--- src/rtl/pc_pkg.sv ---
// Shared constants, state encoding and helpers for the PC fetch register slice.
package pc_pkg;

  typedef enum logic [1:0] {
    ST_BOOT = 2'b00,
    ST_RUN  = 2'b01,
    ST_HALT = 2'b10,
    ST_BAD  = 2'b11
  } pc_state_e;

  localparam int          INSN_BYTES   = 4;
  localparam logic [31:0] DEF_RESET_PC = 32'h0000_0000;
  localparam logic [31:0] DEF_TRAP_VEC = 32'h0000_0080;

  function automatic logic is_word_aligned(input logic [1:0] lsbs);
    return (lsbs == 2'b00);
  endfunction

endpackage

--- src/rtl/pc_fsm.sv ---
// BOOT/RUN/HALT control FSM for the PC fetch register; run_en marks the RUN state.
module pc_fsm
  import pc_pkg::*;
(
  input  logic      clk,
  input  logic      rst,
  input  logic      halt,
  input  logic      resume,
  output pc_state_e state,
  output logic      run_en
);

  pc_state_e state_q;
  pc_state_e state_d;

  always_ff @(posedge clk or posedge rst) begin
    if (rst) begin
      state_q <= ST_BOOT;
    end else begin
      state_q <= state_d;
    end
  end

  // Stall never changes state; halt outranks resume so both high stays in HALT.
  always_comb begin
    state_d = state_q;
    unique case (state_q)
      ST_BOOT: state_d = ST_RUN;
      ST_RUN: begin
        if (halt) begin
          state_d = ST_HALT;
        end
      end
      ST_HALT: begin
        if (resume && !halt) begin
          state_d = ST_RUN;
        end
      end
      default: state_d = ST_BOOT;
    endcase
  end

  assign state  = state_q;
  assign run_en = (state_q == ST_RUN);

endmodule

--- src/rtl/pc_fetch_reg.sv ---
// Program-counter register with stall, halt/resume and misaligned-target trap.
// Optional fetch counter enabled by defining PC_FETCH_CNT_EN.
module pc_fetch_reg
  import pc_pkg::*;
#(
  parameter int           n        = 32,
  parameter logic [n-1:0] RESET_PC = n'(DEF_RESET_PC),
  parameter logic [n-1:0] TRAP_VEC = n'(DEF_TRAP_VEC)
) (
  input  logic         clk,
  input  logic         rst,
  input  logic [n-1:0] pc_next,
  input  logic         stall,
  input  logic         halt,
  input  logic         resume,
  output logic [n-1:0] pc,
  output logic [n-1:0] pc_plus4,
  output logic         fetch_valid,
  output logic         misalign_err,
`ifdef PC_FETCH_CNT_EN
  output logic [31:0]  fetch_cnt,
`endif
  output logic [1:0]   state
);

  // A misaligned trap vector would trap on itself forever.
  if (TRAP_VEC[1:0] != 2'b00) begin : g_bad_trap_vec
    $error("pc_fetch_reg: TRAP_VEC must be word-aligned");
  end

  pc_state_e    fsm_state;
  logic         run_en;
  logic [n-1:0] pc_q;
  logic [n-1:0] pc_d;
  logic         err_q;
  logic         err_d;

  pc_fsm u_fsm (
    .clk    (clk),
    .rst    (rst),
    .halt   (halt),
    .resume (resume),
    .state  (fsm_state),
    .run_en (run_en)
  );

  // Halt beats stall beats update; a misaligned target redirects to the trap vector.
  always_comb begin
    pc_d  = pc_q;
    err_d = err_q;
    if (run_en && !halt && !stall) begin
      if (is_word_aligned(pc_next[1:0])) begin
        pc_d = pc_next;
      end else begin
        pc_d  = TRAP_VEC;
        err_d = 1'b1;
      end
    end
  end

  always_ff @(posedge clk or posedge rst) begin
    if (rst) begin
      pc_q  <= RESET_PC;
      err_q <= 1'b0;
    end else begin
      pc_q  <= pc_d;
      err_q <= err_d;
    end
  end

  assign pc           = pc_q;
  assign pc_plus4     = pc_q + n'(INSN_BYTES);
  assign fetch_valid  = run_en && !stall;
  assign misalign_err = err_q;
  assign state        = fsm_state;

`ifdef PC_FETCH_CNT_EN
  logic [31:0] fetch_cnt_q;
  logic [31:0] fetch_cnt_d;

  always_comb begin
    fetch_cnt_d = fetch_cnt_q;
    if (fetch_valid && (fetch_cnt_q != 32'hFFFF_FFFF)) begin
      fetch_cnt_d = fetch_cnt_q + 32'd1;
    end
  end

  always_ff @(posedge clk or posedge rst) begin
    if (rst) begin
      fetch_cnt_q <= 32'd0;
    end else begin
      fetch_cnt_q <= fetch_cnt_d;
    end
  end

  assign fetch_cnt = fetch_cnt_q;
`endif

endmodule

--- config.mk ---
export PLATFORM = sky130hd
export DESIGN_NAME = pc_fetch_reg
export DESIGN_NICKNAME = d
export VERILOG_FILES = /design/src/rtl/pc_pkg.sv /design/src/rtl/pc_fsm.sv /design/src/rtl/pc_fetch_reg.sv
export SDC_FILE = /design/constraint.sdc
export NUM_CORES = 1
export LEC_CHECK = 0
export ABC_AREA = 1
export CORE_ASPECT_RATIO = 1.75
export CORE_UTILIZATION = 43
export CTS_BUF_LIST = sky130_fd_sc_hd__clkbuf_4 sky130_fd_sc_hd__clkbuf_8
export DETAILED_ROUTE_END_ITERATION = 10
export GPL_ROUTABILITY_DRIVEN = 1
export GPL_TIMING_DRIVEN = 0
export HOLD_SLACK_MARGIN = 0.06
export PLACE_DENSITY = 0.93
export SYNTH_ARGS = -nofsm -noshare
export SYNTH_HDL_FRONTEND = slang
export SYNTH_HIERARCHICAL = 1
export SYNTH_SLANG_ARGS = --single-unit
--- constraint.sdc ---
create_clock -name clk -period 2.2 [get_ports clk]
set_clock_uncertainty 0.2 [all_clocks]
set_input_delay 0.44 -clock clk [delete_from_list [all_inputs] [get_ports clk]]
set_output_delay 0.44 -clock clk [all_outputs]
set_load 0.1 [all_outputs]
==> results of run 1 <==
kinds of logic after synthesis:
group | synth area share (%)
AOI/OAI and AO/OA | 5.056
xor gates and xnor gates | 5.899
adders and majority gates | 0.5617
buffers and inverters | 8.427
DFF | 39.33
and+or+nand+nor | 40.73
synth_stat cells:
library cell and number:
dfrtp_1 35, nand3b_1 1, buf_4 3, buf_2 3, nand2_2 3, ha_1 1, xor2_1 13, inv_2 1
nand4_1 1, o21bai_1 1, inv_1 34, nor3_1 1, nor2_4 4, xnor2_1 2, nand2_4 1, nor2_2 6
nor3_2 1, and2_1 3, nor2_1 34, o21ai_0 21, nand3_1 42, nand2_1 109, clkbuf_1 5
what timing repair did:
item                                   CTS
setup endpoints to repair               68
setup buffers                           19
gates resized for setup                395
pin swaps                               24
endpoints found under the hold margin    0
per-stage QoR:
stage	setup TNS, ns	instance area (µm²)	setup slack [ns]	hold WS, ns	instances
2_1_floorplan	-15.57	2751	-0.8655	-0.01878	325
4_1_cts	-6.022	4566	-0.3298	0.1216	510
3_3_place_gp	-28.98	3860	-1.212	0.2599	483
3_5_place_dp	-31.67	3860	-1.244	0.2783	483
per-layer routing:
| layer | track usage (%) | overflow |
|---|---|---|
| met5 | 3.061 | 0 |
| met4 | 99.81 | 75 |
| met3 | 62.18 | 1 |
| met1 | 83.55 | 0 |
| met2 | 117.9 | 230 |
==> metrics, run 1 <==
status=did not finish; mapped cell area=2227 µm²; Worst EP kind=output port; Post-Syn Instances=325; post-synthesis cell type count=23; Err=[ERROR GRT-0232] Routing congestion too high. Check the congestion heatmap in the GUI.; Initial Utilization=44.75%; hpwl dp=6190 µm; synth top area cells=dfrtp_1 (39%), nand2_1 (18%), nand3_1 (9.4%), inv_1 (5.7%), nor2_1 (5.7%); post-synth top area share=39.33%; die height=97.21 µm; io pins=105; Syn Area/Cell=6.853 µm²; Worst endpoint, post-GRT repair=pc_plus4[29]; placer congestion estimate=0.9007; num rows=34; Die Wd=56.40 µm; grt total ovfl=306; PortBufs=104; Synth area leader=dfrtp_1; GRT Util Overall=89.70%; Clock H-tree levels=2; post-synthesis sequential area ratio=39.33%; Num CTS Buffers=5; hold-fix buffer count after cts=0; clk sinks=35; Root Buffer=clkbuf_8; post-synthesis register bit count=35; pin count of the biggest net entering global routing=34; Clock Tree Buf Depth=2; Stopped at=global routing; YS warnings=6; Synth Net Count=363
==> run 2, diff against run 1 <==
CORE_ASPECT_RATIO = default   (was 1.75)
CORE_UTILIZATION = 30   (was 43)
CTS_BUF_LIST = default   (was sky130_fd_sc_hd__clkbuf_4 sky130_fd_sc_hd__clkbuf_8)
HOLD_SLACK_MARGIN = default   (was 0.06)
PLACE_DENSITY = default   (was 0.93)
PLACE_DENSITY_LB_ADDON = 0.15   (was default)
==> metrics, run 2 <==
Max Slew Vio Count=0; Layout fillers=613; failing checks=negative setup slack; HP Class=primary input to async pin; die height=88.16 µm; YS warnings=6; FMAX=399.9 MHz; reg2reg start=u_fsm/state[1]; post-synthesis register bit count=35; WS Path Type=register to output pin; Root Buffer=clkbuf_8; CP Capture Type=output pin; clk sinks=35; Final Util=66.81%; mapped cell area=2227 µm²; Synth async-reset ratio=100.0%; pin count of the biggest net entering global routing=34; reg2reg end=pc[2]; synth top area cells=dfrtp_1 (39%), nand2_1 (18%), nand3_1 (9.4%), inv_1 (5.7%), nor2_1 (5.7%); DRT Pass-1 Iters=4; CP arrival=1.86 ns; Critical Path Start Type=register; Crit-path slowest cell=dfrtp_4; RSZ-0062 raised after global routing=true; initial DRC count=95; Worst R2R Setup Slack=0.33 ns; number of flops mapped to enable cells by yosys=0; Req. time, crit path=1.56 ns; core area=7214 µm²; Initial Utilization=30.87%; Post-Syn Instances=325; routed wire length=8280 µm; GRT Util Overall=21.59%; Slew @ Worst Pin=0.9536 ns; count leader, synth=nand2_1; hpwl dp=5888 µm; clock tree from TritonCTS=done; crit path max fanout=4; nets=508; met2 Resource Use GR=37.83%; Syn Area/Cell=6.853 µm²; fraction of layout cells with a size suffix above 1=49.47%; last element of the critical path=pc_plus4[18]; first-pass GRT wire length=12,600 µm; Place WS=-1.308 ns; Synth Net Count=363; min Tclk post-route=2.501 ns; Max-Cap Viols=0; Die Wd=88.16 µm; CP Depth=7; n_diodes=0; DRC Markers=0; Crit. Startpoint=pc[3]; post-synth top area share=39.33%; busiest grt layer=met2; worst setup margin=-0.3007 ns; num rows=31; initial antenna violation count=0; relative slew slack=36.68%; Clock H-tree levels=2; Worst-path clk slew=0.09 ns; placer congestion estimate=0.8761; CP cell instances=ha_4 > nand2_4 > nor2_4 > nand2_4 > nor2_4 > xor2_4 > buf_12; Critical path buffers and inverters=1; Setup Viol. Count Final=26; Final ANT Viol Nets=0; P&R area growth vs syn=116.4%; crit-path max cell delay=0.46 ns; reg2reg path depth=9; post-synthesis sequential area ratio=39.33%; post-synthesis cell type count=23; PortBufs=104; Hold Fails Final Rpt=0; most common cell after layout, fill and taps aside=nand2_1; commonest cells after routing, fill and taps aside=nand2_1 (72), clkdlybuf4s50_1 (36), inv_1 (32); Crit path max-delay family=simple AND/OR/NAND/NOR gates; vias in the first global route=2,534; io pins=105; Clock Tree Buf Depth=2; GR Util met1=28.26%; vias=2,633; Vias per Instance=4.619; Synth area leader=dfrtp_1; status=finished with violations; grt total ovfl=0; worst skew pair latency=0.28 ns; Final period util=113.7%; Largest register FFs=32; Num CTS Buffers=5; met3 Use GR=3.487%; die area=7772 µm²; most frequent cells after synthesis=nand2_1 (109), nand3_1 (42), dfrtp_1 (35); post-DR wirelength/cell=14.53 µm; ys flop type=dfrtp_1
## run 2: cell counts after synthesis
Identical to the previous run, type by type.
## run 2: per-stage QoR
| step | TNS (ns) | std cells | hold slack [ns] | cell area, µm² |
|---|---|---|---|---|
| after floorplan | -15.57 | 325 | -0.01878 | 2751 |
| after global placement | -33.48 | 528 | 0.2648 | 3916 |
| final | -5.626 | 570 | 0.1453 | 4820 |
| after CTS | -5.956 | 548 | 0.1160 | 4536 |
| after detailed placement | -34.92 | 528 | 0.2609 | 3916 |
| after global routing | -7.147 | 570 | 0.1639 | 4820 |
## run 2: kinds of logic after synthesis
| group | count (synthesis) | synth area share [%] |
|---|---|---|
| AOI/OAI and AO/OA | 22 | 5.056 |
| xor gates and xnor gates | 15 | 5.899 |
| adders and majority gates | 1 | 0.5617 |
| buffers and inverters | 46 | 8.427 |
| DFF | 35 | 39.33 |
| and+or+nand+nor | 206 | 40.73 |
## run 2: timing repair
action                     CTS  global route
resized for setup          389            45
hold buffers                 0             0
setup buffers               12            22
setup endpoints to repair   68            35
pin swaps                   22            28
## run 2: layout make-up
class / instances / area [µm²] / area share, %
multi-input cells: 244 / 1889 / 39.20
repair buffers: 138 / 1604 / 33.28
flip-flops and latches: 35 / 919.6 / 19.08
inverters: 35 / 135.1 / 2.804
well taps: 99 / 123.9 / 2.570
clock buffers: 7 / 86.33 / 1.791
plain buffers: 11 / 56.30 / 1.168
clock inverters: 1 / 5.005 / 0.1038
## run 2: per-layer routing
metal / wire length, µm / vias up
li1: - / 1287
met4: 59 / 0
met2: 4318 / 84
met3: 441 / 5
met5: 0 / -
met1: 3460 / 1257
## run 2: worst min path at each step
stage,startpoint,to,slack (ns),depth (start not counted)
floorplan,rst,u_fsm/state[0],-0.02,1
finish,rst,u_fsm/state[1],0.15,2
detailed placement,misalign_err,misalign_err,0.26,1
global route,rst,u_fsm/state[1],0.16,2
CTS,rst,u_fsm/state[1],0.12,2
global placement,misalign_err,misalign_err,0.26,1
Power of run 2 is left out: the tool's default activity adds up to more than one toggle a clock period on the data nets, which glitch-free logic cannot reach.
==> run 3, diff against run 2 <==
CORE_MARGIN = 4   (was default)
CTS_BUF_LIST = sky130_fd_sc_hd__clkbuf_8   (was default)
clock period = 2.4 ns   (was 2.2 ns; I/O delays follow)
==> metrics, run 3 (synthesis results as in run 2) <==
Max-Cap Viols=0; Worst-path clk slew=0.08 ns; Root Buffer=clkbuf_8; routed wire length=8651 µm; Setup Viol. Count Final=20; Crit-path slowest cell=dfrtp_4; status=finished with violations; Max Slew Vio Count=0; most common cell after layout, fill and taps aside=nand2_1; Num CTS Buffers=5; relative slew slack=34.71%; die area=8866 µm²; Worst R2R Setup Slack=0.56 ns; Hold Fails Final Rpt=0; PortBufs=104; Req. time, crit path=1.72 ns; crit-path max cell delay=0.45 ns; FMAX=393.9 MHz; Place WS=-1.152 ns; core area=7253 µm²; highest routed metal layer=met4; Critical Path Start Type=register; first-pass GRT wire length=13,410 µm; Largest register FFs=32; num rows=31; CP arrival=1.86 ns; Die Wd=94.16 µm; Vias per Instance=4.692; grt total ovfl=0; fraction of layout cells with a size suffix above 1=42.64%; worst setup margin=-0.1387 ns; clock tree from TritonCTS=done; hold-fix buffer count after cts=0; DRT Pass-1 Iters=4; initial DRC count=115; initial antenna violation count=0; vias=2,665; WS Path Type=register to output pin; Final period util=105.8%; min Tclk post-route=2.539 ns; Final Util=64.59%; HP Class=primary input to async pin; Clock Tree Buf Depth=2; vias in the first global route=2,710; GRT Util Overall=19.50%; Met2 Routed Length=4480 µm; DRC Markers=0; CP Capture Type=output pin; nets=506; P&R area growth vs syn=110.3%; hpwl dp=6202 µm; post-DR wirelength/cell=15.23 µm; Clock H-tree levels=2; Worst path most repeated cell=nand2_4; io pins=105; failing checks=negative setup slack; clk sinks=35; M1 wire length=3598 µm; reg2reg end=pc[5]; Slew @ Worst Pin=0.9832 ns; Layout fillers=621; CP cell instances=ha_4 > nand2_4 > nor2_4 > nand2_4 > nor2_4 > nand3_2 > nand2_4 > buf_12; die height=94.16 µm; RSZ-0062 raised after global routing=true; n_diodes=0; worst skew pair latency=0.28 ns; reg2reg start=u_fsm/state[1]; Final ANT Viol Nets=0; area occupied by multi-input gates=1857 µm²; reg2reg path depth=9; placer congestion estimate=0.8086; met3 wire len=433 µm; crit path max fanout=4; register area=912.1 µm²; commonest cells after routing, fill and taps aside=nand2_1 (70), clkdlybuf4s50_1 (36), buf_4 (33); Initial Utilization=30.71%; pin count of the biggest net entering global routing=34
-- run 3: cell types whose count changed in the layout (fill, tap and decap cells not counted), moves of 3 or more --
cell,previous run,this run
buf_12,28,25
dlygate4sd2_1,3,32
nor2_2,10,6
nor2_1,19,25
clkdlybuf4s15_1,5,1
clkdlybuf4s15_2,26,3
-- run 3: metrics by stage --
step	instance area [µm²]	setup TNS [ns]	hold slack (ns)	std cells
floorplan	2744	-11.32	0.02118	325
global placement	3909	-23.98	0.2649	528
detailed placement	3909	-22.88	0.2613	528
CTS	4404	-2.578	0.1876	545
global route	4684	-3.688	0.1941	568
finish	4684	-1.703	0.1891	568
-- run 3: repair_timing --
action	in CTS	in global routing
gates resized for setup	309	45
pin swaps	21	21
buffers inserted	9	23
setup endpoints to repair	68	26
-- run 3: layer usage --
| layer | vias to the layer above | global-route usage (%) |
|---|---|---|
| li1 | 1298 | - |
| met1 | 1271 | 23.72 |
| met2 | 83 | 34.34 |
| met3 | 13 | 4.006 |
| met4 | 0 | 6.017 |
| met5 | - | 0 |
-- run 3: cell type report --
| type | count | share of cell area [%] |
|---|---|---|
| well taps | 99 | 2.644 |
| plain buffers | 11 | 1.202 |
| multi-input cells | 244 | 39.64 |
| clock buffers | 7 | 2.057 |
| repair buffers | 136 | 31.94 |
| clock inverters | 1 | 0.1603 |
| inverters | 35 | 2.885 |
| flip-flops and latches | 35 | 19.47 |
-- run 3: critical path: cells and delay by family, from the launching register on --
| family | cells | cell delay, ns |
|---|---|---|
| simple gates | 6 | 0.76 |
| fa+ha+maj | 1 | 0.18 |
| buf+inv | 1 | 0.17 |
| flops | 1 | 0.45 |
-- run 3: worst max path at each step --
stage               slack (ns)           end  start  cells after the start
floorplan                -0.71  pc_plus4[15]  pc[2]                      5
global placement         -1.10  pc_plus4[26]  pc[2]                      8
detailed placement       -1.15  pc_plus4[26]  pc[2]                      8
CTS                      -0.20  pc_plus4[20]  pc[2]                      9
global route             -0.22  pc_plus4[20]  pc[3]                      9
finish                   -0.14  pc_plus4[26]  pc[3]                      8
Power of run 3 is left out for the same reason.
